File: src/rtl/player_nav_pkg.sv
// Shared types and helpers for the maze player controller.
// Direction vectors, command codes and FSM states.
package player_nav_pkg;

  typedef enum logic [1:0] {
    EAST,
    NORTH,
    WEST,
    SOUTH
  } dir_t;

  typedef enum logic [2:0] {
    NONE,
    TURN_P,
    TURN_N,
    FWD,
    BACK
  } cmd_t;

  typedef enum logic [1:0] {
    IDLE,
    REQ,
    WAIT,
    DONE
  } nav_state_t;

  function automatic logic signed [1:0] fwd_dx(dir_t d);
    logic signed [1:0] r;
    r = 2'sd0;
    case (d)
      EAST:    r = 2'sd1;
      WEST:    r = -2'sd1;
      default: r = 2'sd0;
    endcase
    return r;
  endfunction

  function automatic logic signed [1:0] fwd_dy(dir_t d);
    logic signed [1:0] r;
    r = 2'sd0;
    case (d)
      NORTH:   r = -2'sd1;
      SOUTH:   r = 2'sd1;
      default: r = 2'sd0;
    endcase
    return r;
  endfunction

endpackage

File: src/rtl/player_nav_if.sv
// Map lookup channel between the player controller and the map memory.
// Coordinates are held by the master from map_req until map_valid.
interface player_nav_if #(
  parameter int XW = 6,
  parameter int YW = 6
) ();

  logic          map_req;
  logic [XW-1:0] map_x;
  logic [YW-1:0] map_y;
  logic          map_valid;
  logic          map_wall;

  modport master (
    output map_req,
    output map_x,
    output map_y,
    input  map_valid,
    input  map_wall
  );

  modport slave (
    input  map_req,
    input  map_x,
    input  map_y,
    output map_valid,
    output map_wall
  );

endinterface

File: src/rtl/player_nav_cmd_slot.sv
// Key priority encoder plus a 1-deep pending command register.
// A queued command always wins over keys arriving in the same cycle.
module player_nav_cmd_slot
  import player_nav_pkg::*;
(
  input  logic       clk,
  input  logic       rstn,
  input  logic [3:0] key_pressed,
  input  logic       busy,
  input  logic       accept,
  output cmd_t       cmd,
  output logic       valid
);

  cmd_t enc;
  cmd_t slot;
  logic full;

  // highest key index wins, the rest are dropped
  always_comb begin
    enc = NONE;
    if (key_pressed[3])      enc = TURN_P;
    else if (key_pressed[2]) enc = TURN_N;
    else if (key_pressed[1]) enc = FWD;
    else if (key_pressed[0]) enc = BACK;
  end

  // park one command while busy, release it when the FSM takes it
  always_ff @(posedge clk) begin
    if (!rstn) begin
      full <= 1'b0;
      slot <= NONE;
    end else if (accept && full) begin
      full <= 1'b0;
    end else if (busy && !full && enc != NONE) begin
      full <= 1'b1;
      slot <= enc;
    end
  end

  assign cmd   = full ? slot : enc;
  assign valid = full | (!busy && enc != NONE);

endmodule

File: src/rtl/player_nav.sv
// Maze player controller: turns, steps and wall collision via map lookup.
// Emits refresh on each visible change and bump on each blocked move.
module player_nav
  import player_nav_pkg::*;
#(
  parameter int MAP_W    = 11,
  parameter int MAP_H    = 21,
  parameter int XW       = 6,
  parameter int YW       = 6,
  parameter int INIT_X   = 5,
  parameter int INIT_Y   = 2,
  parameter int INIT_DIR = 3,
  parameter int TIMEOUT  = 15,
  parameter int SCW      = 16
) (
  input  logic                 clk,
  input  logic                 rstn,
  input  logic [3:0]           key_pressed,
  player_nav_if.master         map,
  output logic signed [XW-1:0] px,
  output logic signed [YW-1:0] py,
  output logic [1:0]           direction,
  output logic                 refresh,
  output logic                 bump,
  output logic                 busy,
  output logic [SCW-1:0]       step_count
);

  localparam int TW = $clog2(TIMEOUT + 1);
  localparam logic signed [XW:0] XMAX = (XW+1)'(MAP_W - 1);
  localparam logic signed [YW:0] YMAX = (YW+1)'(MAP_H - 1);

  nav_state_t state, state_n;
  dir_t dir, dir_n;
  logic signed [XW-1:0] px_n;
  logic signed [YW-1:0] py_n;
  logic [XW-1:0] mx, mx_n;
  logic [YW-1:0] my, my_n;
  logic [SCW-1:0] sc_n;
  logic [TW-1:0] wcnt, wcnt_n;
  logic refresh_n, bump_n;

  cmd_t cmd;
  logic cmd_valid, accept;

  logic signed [1:0] dx, dy;
  logic signed [XW:0] xs, dxe, tx;
  logic signed [YW:0] ys, dye, ty;
  logic in_bounds;

  player_nav_cmd_slot u_slot (
    .clk        (clk),
    .rstn       (rstn),
    .key_pressed(key_pressed),
    .busy       (busy),
    .accept     (accept),
    .cmd        (cmd),
    .valid      (cmd_valid)
  );

  // target square for a forward or back step, one bit wider for the sign
  always_comb begin
    dx  = fwd_dx(dir);
    dy  = fwd_dy(dir);
    xs  = {px[XW-1], px};
    ys  = {py[YW-1], py};
    dxe = {{(XW-1){dx[1]}}, dx};
    dye = {{(YW-1){dy[1]}}, dy};
    tx  = (cmd == BACK) ? xs - dxe : xs + dxe;
    ty  = (cmd == BACK) ? ys - dye : ys + dye;
    in_bounds = !tx[XW] && (tx <= XMAX) &&
                !ty[YW] && (ty <= YMAX);
  end

  // next state and next values of all registered outputs
  always_comb begin
    state_n   = state;
    dir_n     = dir;
    px_n      = px;
    py_n      = py;
    mx_n      = mx;
    my_n      = my;
    sc_n      = step_count;
    wcnt_n    = wcnt;
    refresh_n = 1'b0;
    bump_n    = 1'b0;
    accept    = 1'b0;
    unique case (state)
      IDLE: begin
        if (cmd_valid) begin
          accept = 1'b1;
          unique case (cmd)
            TURN_P: begin
              dir_n     = dir_t'(dir + 2'd1);
              refresh_n = 1'b1;
            end
            TURN_N: begin
              dir_n     = dir_t'(dir - 2'd1);
              refresh_n = 1'b1;
            end
            FWD, BACK: begin
              if (in_bounds) begin
                mx_n    = tx[XW-1:0];
                my_n    = ty[YW-1:0];
                state_n = REQ;
              end else begin
                bump_n = 1'b1;
              end
            end
            default: ;
          endcase
        end
      end
      REQ, WAIT: begin
        if (map.map_valid) begin
          state_n = DONE;
          if (map.map_wall) begin
            bump_n = 1'b1;
          end else begin
            px_n      = $signed(mx);
            py_n      = $signed(my);
            refresh_n = 1'b1;
            sc_n      = (&step_count) ? step_count
                                      : step_count + 1'b1;
          end
        end else if (state == REQ) begin
          state_n = WAIT;
          wcnt_n  = '0;
        end else if (wcnt == TW'(TIMEOUT - 1)) begin
          state_n = DONE;
          bump_n  = 1'b1;
        end else begin
          wcnt_n = wcnt + 1'b1;
        end
      end
      DONE: state_n = IDLE;
      default: state_n = IDLE;
    endcase
  end

  // state and output registers
  always_ff @(posedge clk) begin
    if (!rstn) begin
      state      <= IDLE;
      dir        <= dir_t'(2'(INIT_DIR));
      px         <= XW'(INIT_X);
      py         <= YW'(INIT_Y);
      mx         <= '0;
      my         <= '0;
      step_count <= '0;
      wcnt       <= '0;
      refresh    <= 1'b0;
      bump       <= 1'b0;
    end else begin
      state      <= state_n;
      dir        <= dir_n;
      px         <= px_n;
      py         <= py_n;
      mx         <= mx_n;
      my         <= my_n;
      step_count <= sc_n;
      wcnt       <= wcnt_n;
      refresh    <= refresh_n;
      bump       <= bump_n;
    end
  end

  assign direction   = dir;
  assign busy        = (state != IDLE);
  assign map.map_req = (state == REQ);
  assign map.map_x   = mx;
  assign map.map_y   = my;

endmodule
File: src/flat_wrapper.sv
// flat-port wrapper written by rule: the top's interface ports become plain ports
module player_nav_flat import player_nav_pkg::*;
#(
  parameter int MAP_W    = 11,
  parameter int MAP_H    = 21,
  parameter int XW       = 6,
  parameter int YW       = 6,
  parameter int INIT_X   = 5,
  parameter int INIT_Y   = 2,
  parameter int INIT_DIR = 3,
  parameter int TIMEOUT  = 15,
  parameter int SCW      = 16
)
  (clk, rstn, key_pressed, px, py, direction, refresh, bump, busy, step_count, map_map_req, map_map_x, map_map_y, map_map_valid, map_map_wall);
  player_nav_if #(.XW(XW), .YW(YW)) map_i ();
  input  logic clk;
  input  logic rstn;
  input  logic [3:0] key_pressed;
  output logic signed [XW-1:0] px;
  output logic signed [YW-1:0] py;
  output logic [1:0] direction;
  output logic refresh;
  output logic bump;
  output logic busy;
  output logic [SCW-1:0] step_count;
  output wire logic [$bits(map_i.map_req)-1:0] map_map_req;
  output wire logic [$bits(map_i.map_x)-1:0] map_map_x;
  output wire logic [$bits(map_i.map_y)-1:0] map_map_y;
  input wire logic [$bits(map_i.map_valid)-1:0] map_map_valid;
  input wire logic [$bits(map_i.map_wall)-1:0] map_map_wall;
  assign map_map_req = map_i.map_req;
  assign map_map_x = map_i.map_x;
  assign map_map_y = map_i.map_y;
  assign map_i.map_valid = map_map_valid;
  assign map_i.map_wall = map_map_wall;
  player_nav #(.MAP_W(MAP_W), .MAP_H(MAP_H), .XW(XW), .YW(YW), .INIT_X(INIT_X), .INIT_Y(INIT_Y), .INIT_DIR(INIT_DIR), .TIMEOUT(TIMEOUT), .SCW(SCW)) u_core (.clk(clk), .rstn(rstn), .key_pressed(key_pressed), .map(map_i), .px(px), .py(py), .direction(direction), .refresh(refresh), .bump(bump), .busy(busy), .step_count(step_count));
endmodule
File: config.mk
export PLATFORM = sky130hd
export DESIGN_NAME = player_nav_flat
export DESIGN_NICKNAME = d
export VERILOG_FILES = /design/src/rtl/player_nav_pkg.sv /design/src/rtl/player_nav_if.sv /design/src/rtl/player_nav_cmd_slot.sv /design/src/rtl/player_nav.sv /design/src/flat_wrapper.sv
export SDC_FILE = /design/constraint.sdc
export NUM_CORES = 1
export LEC_CHECK = 0
export BUFFER_PORTS_ARGS = -buffer_cell sky130_fd_sc_hd__buf_2
export CAP_MARGIN = 25
export CORE_ASPECT_RATIO = 0.8
export CORE_MARGIN = 2
export CORE_UTILIZATION = 25
export CTS_BUF_LIST = sky130_fd_sc_hd__clkbuf_8
export CTS_CLUSTER_DIAMETER = 30
export CTS_CLUSTER_SIZE = 24
export DETAILED_ROUTE_END_ITERATION = 8
export GPL_TIMING_DRIVEN = 0
export PLACE_DENSITY = 0.43
export REMOVE_ABC_BUFFERS = 1
export SLEW_MARGIN = 20
export SYNTH_ARGS = -nofsm -noshare
export SYNTH_HDL_FRONTEND = slang
export SYNTH_SLANG_ARGS = --single-unit
export TNS_END_PERCENT = 1
File: constraint.sdc
create_clock -name clk -period 4.25 [get_ports clk]
set_input_delay 0.85 -clock clk [delete_from_list [all_inputs] [get_ports clk]]
set_output_delay 0.85 -clock clk [all_outputs]
set_load 0.01 [all_outputs]
==> flow_metrics.tcl, run 1 <==
set metrics [dict create \
    cp-end-kind "register" \
    slew_viol_final 0 \
    setup.worst_path.start_class "primary input" \
    grt_overflow_total 0 \
    netlist_area_um2 3170 \
    drtIter0Drc 111 \
    hpwl_mm 5.85 \
    grt_use_total 0.119 \
    register_area_um2 1080 \
    cts_tree "yes" \
    min-delay-start "u_core.map.map_x[4]" \
    final.hold.worst_slack_ps 478 \
    path_class "in -> reg" \
    multi_input_area_um2 1930 \
    gp_congestion 0.740 \
    netlist-cell-type-count 61 \
    drc 0 \
    portBuffers 53 \
    rr_startpoint "u_core.direction[0]" \
    post-route-min-period_ps 4060 \
    path_clk_slew_ps 100 \
    core-area_um2 12300 \
    yosys_most_used_dff "dfxtp_1" \
    pwr-share-seq 0.360 \
    postCtsHoldBufs 0 \
    wl_per_cell_um 13.4 \
    grt_pass1_vias 2590 \
    hold_viol 0 \
    min_to "u_core.px[4]" \
    dp.cells 589 \
    maxCapViolCount 0 \
    setup_viol 0 \
    pre_cts_slack_ps -528 \
    die_area_um2 13600 \
    intPower_mw 1.03 \
    drive_gt1_frac 0.192 \
    synth_top_area_cell "dfxtp_1" \
    r2r_slack_ps 230 \
    worstSkewPairLatency_ps 310 \
    hold_depth 2 \
    clock_path_buffers 2 \
    postRouteAntennaNets 0 \
    tightest_slew_ps 937 \
    fin_setup_tns_ps 0 \
    synth_top_area_frac 0.341 \
    layout_setup_ws_ps 188 \
    p_sw_frac 0.395 \
    p_leak_nw 1.59 \
    seq_area_frac_synth 0.341 \
    filler_cell_count 1343 \
    drt_wl_total_mm 8.01 \
    place_area_um2 3580 \
    syn_to_final_growth_pct 17.1 \
    hold_class "reg -> reg" \
    synthCells 379 \
    fmax_mhz 246 \
    via_per_inst 4.62 \
    synth_area_leaders "dfxtp_1, ha_1, nand2_1" \
    combPwrFrac 0.438 \
    fin_crit_sh 0.956 \
    cts_num_sinks 54 \
    htreeDepth 2 \
    synth_area_per_cell_um2 8.36 \
    rsz0062_at_grt "no" \
    cp.arrival_ps 4310 \
    p_sw_mw 0.676 \
    fin_nets 457 \
    vias 2764 \
    max_slew_margin 0.367 \
    synth_edf_count 0 \
    final_cells 598 \
    num_rows 36 \
    num_io_pins 54 \
    netlist_top_cells_count "dfxtp_1, nand2_1, nor2_1, a21oi_1, inv_1" \
    antenna-diode-count 0 \
    grt_max_degree 38 \
    die_y_um 105 \
    p_total_mw 1.71 \
    ys.warnings.count 0 \
    cts_root_buf "clkbuf_8" \
    grt_pass1_wl_mm 13.0 \
    status "finished clean" \
    r2r_cells 14 \
    ir_worst_vdd_mv 0.123 \
    cp_max_fo 11 \
    clock_skew_ps 9.12 \
    r2r_end "u_core.state[1]" \
    yosysMostFrequentCell "dfxtp_1" \
    numCtsBuffers 5 \
    p_per_area_nw_per_um2 461 \
    synthArstFlopShare 0 \
    utilization 0.303 \
    dieWidth_um 130 \
    synth_seq_cells 54 \
    start_util 0.258 \
    stdcell_area_um2 3710 \
    clockPowerShare 0.202 \
    antenna_found_initial 0 \
    cp.required_ps 4500 \
    first_pass_iters 4 \
]
==> per-layer routing <==
metal,global-route usage,vias up,share of wire
met1,0.167,1273,0.50
met2,0.181,59,0.43
met4,0.0215,0,0.0030
met3,0.0369,2,0.067
met5,0,-,0
li1,-,1430,-
==> worst max-delay path, cell delays in order <==
cell and delay, ps:
buf_2 180, nor4_4 60, a21oi_2 310, mux2_2 420, inv_1 170, ha_1 250
nor2b_1 150, o31a_1 270, o21ai_0 150, o32a_1 170, nand4_1 130, or4_4 540
or4_1 560, nand3_1 100
==> sequential cells by signal, indices dropped and copies added, names as in the netlist <==
name                flops
u_core.step_count      16
u_core.wcnt             4
u_core.u_slot.full      1
u_core.direction        2
u_core.py               6
u_core.px               6
u_core.map.map_y        6
u_core.map.map_x        6
u_core.u_slot.slot      3
u_core.state            2
u_core.bump             1
u_core.refresh          1
==> how the worst max path moves through the flow <==
stage                              from             endpoint  slack [ps]  depth (start not counted)
finish                   key_pressed[3]      u_core.state[1]         190                         14
global route        u_core.direction[0]  u_core.map.map_x[2]           7                         14
CTS                 u_core.direction[0]  u_core.map.map_x[3]          80                         14
detailed placement       key_pressed[3]  u_core.map.map_x[4]        -530                         14
global placement         key_pressed[3]  u_core.map.map_y[5]        -520                         14
floorplan                key_pressed[3]  u_core.map.map_x[4]         310                         13
==> layout by cell type, fill, tap and decap left out, drive strengths merged, types with 9 or more instances in the layout <==
cell type / Yosys / layout
mux2i: 9 / 9
nor2: 38 / 38
ha: 21 / 21
inv: 25 / 26
xor2: 16 / 16
a21oi: 24 / 24
dfxtp: 54 / 54
nand2b: 9 / 9
nand2: 50 / 50
buf: 7 / 54
o21ai: 16 / 16
nand3: 10 / 10
o211ai: 9 / 9
==> cell type report <==
cell class | instances | area share
clock buffer | 5 | 0.0186
clock inverter | 3 | 0.0111
inverter | 25 | 0.0267
multi-input combinational | 286 | 0.521
sequential | 54 | 0.292
tap | 171 | 0.0577
timing repair buffer | 54 | 0.0735
==> power groups by stage <==
stage                     combinational (mW)  sequential (mW)  clock (mW)
after floorplan                        0.528            0.625           0
after global placement                 0.734            0.624           0
after detailed placement               0.743            0.626           0
after CTS                              0.752            0.616       0.364
after global routing                   0.850            0.625       0.383
final                                  0.747            0.615       0.346
==> what timing repair did <==
| action | 4_1_cts | 5_1_grt |
|---|---|---|
| pin swaps | 0 | 2 |
| resized for setup | 4 | 3 |
| setup buffers | 0 | 1 |
| setup endpoints to repair | 14 | 14 |
==> cells by family (layout without fill, tap and decap cells) <==
kind of cell	after synthesis	count (layout)	share of synthesized area
AOI/OAI and AO/OA	82	82	0.180
xor gates and xnor gates	24	24	0.0664
adders and majority gates	23	23	0.0956
buffers and inverters	39	87	0.0533
DFF	54	54	0.341
muxes	10	10	0.0320
and+or+nand+nor	147	147	0.232
Power figures use the tool's default switching activity.
==> run 2: changes to the inputs <==
Clock period 4.25 ns to 5.1 ns, I/O delays scaled along.
==> run 2 against run 1 <==
Worst setup slack improved by 300 ps; global-route usage is essentially flat; count of clock-buffer cells in the layout unchanged; final cell count down 0.17%.
==> flow_metrics.tcl, run 2 (synthesis results as in run 1) <==
set metrics [dict create \
    grt_max_degree 38 \
    p_leak_nw 1.58 \
    slowest_stage "or4_4" \
    postCtsHoldBufs 0 \
    final_common_cell "dfxtp_1" \
    cts_resized 0 \
    start_util 0.258 \
    setup_viol 0 \
    status "finished clean" \
    post-cts-setup-buffers 0 \
    fin_crit_sh 0.905 \
    drtIter0Drc 118 \
    via_per_inst 4.62 \
    cts_tree "yes" \
    worstSkewPairLatency_ps 310 \
    p_per_area_nw_per_um2 385 \
    antenna_found_initial 0 \
    grt_overflow_total 0 \
    portBuffers 53 \
    numCtsBuffers 5 \
    num_io_pins 54 \
    path_clk_slew_ps 100 \
    postRouteAntennaNets 0 \
    cp.required_ps 5330 \
    cts_num_sinks 54 \
    drc 0 \
    htreeDepth 2 \
    drive_gt1_frac 0.178 \
    path_class "in -> reg" \
    path_cells "buf_2 > nor4_4 > a21oi_1 > mux2_2 > inv_1 > ha_1 > nor2b_1 > o31a_1 > o21ai_0 > o32a_1 > nand4_1 > or4_4 > or2_1 > o31ai_1" \
    clock_skew_ps 11.5 \
    critPathTopFamily "simple AND/OR/NAND/NOR gates" \
    antenna-diode-count 0 \
    wl_per_cell_um 13.4 \
    cts_root_buf "clkbuf_8" \
    max_slew_margin 0.362 \
    ir_worst_vdd_mv 0.104 \
    setup.worst_path.start_class "primary input" \
    final.hold.worst_slack_ps 479 \
    cp-end-kind "register" \
    fin_nets 456 \
    dieWidth_um 130 \
    core-area_um2 12300 \
    hold_viol 0 \
    final_cell_mix "dfxtp_1, buf_2, nand2_1" \
    cp_max_fo 12 \
    slew_viol_final 0 \
    drt_wl_total_mm 8.03 \
    num_rows 36 \
    hpwl_mm 5.85 \
    grt_use_total 0.119 \
    clock_path_buffers 2 \
    post-route-min-period_ps 4610 \
    largest_register "u_core.step_count" \
    first_pass_iters 4 \
    maxCapViolCount 0 \
    slowest_delay_ps 540 \
    die_area_um2 13600 \
    fmax_mhz 217 \
    die_y_um 105 \
    cp_num_buf_inv 2 \
    fin_setup_tns_ps 0 \
    syn_to_final_growth_pct 16.5 \
    rsz0062_at_grt "no" \
    grt_pass1_vias 2584 \
    tightest_slew_ps 945 \
    gp_congestion 0.740 \
    hold_class "reg -> reg" \
    vias 2757 \
    cp.arrival_ps 4840 \
    largest_register_ff_count 16 \
    grt_pass1_wl_mm 13.0 \
]
[run 2: cell count changes in the layout (fill, tap and decap cells not counted), sizes merged]
| cell | previous run | this run |
|---|---|---|
| buf | 54 | 53 |
[run 2: tightest hold or removal path, cell delays in order, from the launching register on]
cell and delay, ps:
dfxtp_1 330, nand2_1 60, a21oi_1 50
[run 2: layout make-up]
| class | instances | area [µm²] |
|---|---|---|
| Fill cell | 1346 | 8560 |
| Multi-Input combinational cell | 286 | 1920 |
| Inverter | 25 | 98.8 |
| Timing Repair Buffer | 53 | 265 |
| Clock buffer | 5 | 68.8 |
| Clock inverter | 3 | 41.3 |
| Sequential cell | 54 | 1080 |
| Tap cell | 171 | 214 |
[run 2: final timing paths]
check,from,to,slack [ps],depth (start not counted)
worst max register to register,u_core.direction[0],u_core.map.map_x[3],670,14
worst min-delay path,u_core.map.map_x[4],u_core.px[4],480,2
worst max-delay path,key_pressed[3],u_core.map.map_x[3],490,14
worst min register to register,u_core.map.map_x[4],u_core.px[4],480,2
[run 2: metal layers]
metal	GRT usage	wire length, µm	vias to the layer above
met5	0	0	-
met4	0.0215	24	0
met3	0.0369	549	2
met2	0.181	3440	64
met1	0.167	4020	1266
li1	-	-	1425
[run 2: through the flow]
stage	setup WS [ps]	std cells	util	cell area [µm²]	power (mW)
global placement	159	589	0.292	3580	1.13
finish	486	597	0.301	3690	1.42
CTS	482	597	0.301	3690	1.44
global route	261	597	0.301	3690	1.54
detailed placement	152	589	0.292	3580	1.14
floorplan	992	365	-	3100	0.961
[run 2: power by group]
| group | internal (mW) | switching, mW |
|---|---|---|
| Clock | 0.145 | 0.144 |
| Sequential | 0.463 | 0.0481 |
| Combinational | 0.249 | 0.372 |
==> run 3: changes to the inputs <==
Settings changed: ABC_AREA set to 1, SYNTH_HIERARCHICAL set to 1.
==> run 3 against run 2 <==
Combinational power rose by 58%; global-route usage rose by 0.68 points; sequential share of layout area decreased by 1.1 points.
==> flow_metrics.tcl, run 3 <==
set metrics [dict create \
    synthCells 460 \
    r2r_cells 18 \
    cts_resized 0 \
    die_y_um 107 \
    path_clk_slew_ps 100 \
    drc 0 \
    portBuffers 53 \
    hold_viol 0 \
    path_class "in -> reg" \
    drt_wl_total_mm 8.47 \
    cp-end-kind "register" \
    setup_viol 0 \
    setup.worst_path.start_class "primary input" \
    final_cell_mix "nand2_1, inv_1, dfxtp_1" \
    place_area_um2 3730 \
    netlist_area_um2 3280 \
    cp.arrival_ps 4500 \
    pre_cts_slack_ps 397 \
    ir_worst_vdd_mv 0.208 \
    synth_top_area_frac 0.329 \
    grt_max_degree 31 \
    synth_top_area_cell "dfxtp_1" \
    die_area_um2 14100 \
    fin_nets 546 \
    cts_root_buf "clkbuf_8" \
    gp_congestion 0.806 \
    yosysMostFrequentCell "nand2_1" \
    post-cts-setup-buffers 0 \
    fmax_mhz 231 \
    r2r_slack_ps 1060 \
    min-delay-start "u_core/map.map_y[5]" \
    fin_setup_tns_ps 0 \
    grt_overflow_total 0 \
    p_per_area_nw_per_um2 472 \
    largest_register_ff_count 16 \
    cts_tree "yes" \
    hpwl_mm 6.24 \
    final.hold.worst_slack_ps 466 \
    synth_area_leaders "dfxtp_1, nand2_1, ha_1" \
    synth_edf_count 0 \
    largest_register "u_core/step_count" \
    start_util 0.256 \
    synth_seq_cells 54 \
    num_io_pins 54 \
    max_slew_margin 0.401 \
    r2r_end "u_core/map.map_y[0]" \
    tightest_slew_ps 898 \
    wl_per_cell_um 12.3 \
    seq_area_frac_synth 0.329 \
    min_to "u_core/map.map_y[5]" \
    layout_setup_ws_ps 770 \
    first_pass_iters 4 \
    post-route-min-period_ps 4330 \
    vias 2981 \
    core-area_um2 12800 \
    htreeDepth 2 \
    clock_path_buffers 2 \
    netlist-cell-type-count 38 \
    netlist_top_cells_count "nand2_1, inv_1, dfxtp_1, nor2_1, nand3_1" \
    synth_area_per_cell_um2 7.14 \
    startpoint "key_pressed[3]" \
    clock_skew_ps 6.77 \
    postRouteAntennaNets 0 \
    antenna-diode-count 0 \
    syn_to_final_growth_pct 16.9 \
    numCtsBuffers 5 \
    via_per_inst 4.33 \
    ys.warnings.count 6 \
    grt_use_total 0.126 \
    p_leak_nw 1.81 \
    drtIter0Drc 160 \
    cp_max_fo 12 \
    grt_pass1_wl_mm 14.3 \
    maxCapViolCount 0 \
    fin_crit_sh 0.849 \
    rr_startpoint "u_core/u_slot/full" \
    grt_pass1_vias 2942 \
    dieWidth_um 132 \
    dp.cells 680 \
    status "finished clean" \
    yosys_most_used_dff "dfxtp_1" \
    hold_class "reg -> reg" \
    final_common_cell "nand2_1" \
    antenna_found_initial 0 \
    cts_num_sinks 54 \
    hold_depth 2 \
    num_rows 37 \
    postCtsHoldBufs 0 \
    rsz0062_at_grt "no" \
    slew_viol_final 0 \
    stdcell_area_um2 3840 \
    final_cells 688 \
    drive_gt1_frac 0.197 \
    cp.required_ps 5270 \
    worstSkewPairLatency_ps 320 \
    synthArstFlopShare 0 \
]
==> run 3: cell families (layout without fill, tap and decap cells) <==
family / Yosys count / in the layout / share of synthesized area
adder cells (fa/ha/maj): 26 / 26 / 0.104
AND/OR/NAND/NOR: 234 / 234 / 0.342
multiplexers: 1 / 1 / 0.00305
buffers and inverters: 69 / 122 / 0.0812
AO/OA/AOI/OAI: 74 / 74 / 0.136
XOR/XNOR: 2 / 2 / 0.00534
flip-flops: 54 / 54 / 0.329
==> run 3: worst max-delay path, stage by stage <==
cell      delay (ps)
buf_2            110
o21bai_1         160
nand2_1           60
o21ai_0          190
nor2_4           250
nand2_4          120
mux2i_1          530
ha_1             400
a21oi_1          180
nand2_1          100
nand2_1           80
nand2_1           60
o21ai_0          200
nand3_1          150
a21oi_4          200
nand3_4          130
nor2_8           200
nand2_4          180
nand2_1          110
a21oi_1           60
==> run 3: worst max path at each step <==
stage | depth (start not counted) | to
after floorplan | 19 | u_core/map.map_y[0]
after global placement | 21 | u_core/map.map_y[0]
after detailed placement | 20 | u_core/map.map_y[0]
after CTS | 21 | u_core/map.map_y[0]
after global routing | 21 | u_core/map.map_y[1]
final | 20 | u_core/map.map_y[0]
==> run 3: area by class of cell <==
class	count	area, µm²
fillers	1450	8980
clock inverters	3	37.5
repair buffers	53	265
flip-flops and latches	54	1080
multi-input cells	337	1940
inverters	61	229
well taps	175	219
clock buffers	5	68.8
==> run 3: metal layers <==
metal	part of all wire	routed length (µm)	GRT usage	vias up
li1	-	-	-	1597
met1	0.51	4300	0.169	1331
met2	0.44	3740	0.205	46
met3	0.043	363	0.0286	7
met4	0.0080	68	0.0318	0
met5	0	0	0	-
==> run 3: through the flow <==
step | util | total power [mW]
6_report | 0.299 | 1.81
4_1_cts | 0.299 | 1.84
3_3_place_gp | 0.291 | 1.53
5_1_grt | 0.299 | 2.02
2_1_floorplan | - | 1.29
3_5_place_dp | 0.291 | 1.53
==> run 3: report_power, final <==
part	internal (mW)	total (mW)	leakage, nW	switching [mW]
Combinational	0.337	0.981	1.31	0.644
Clock	0.143	0.292	0.0607	0.148
Sequential	0.482	0.540	0.438	0.0578
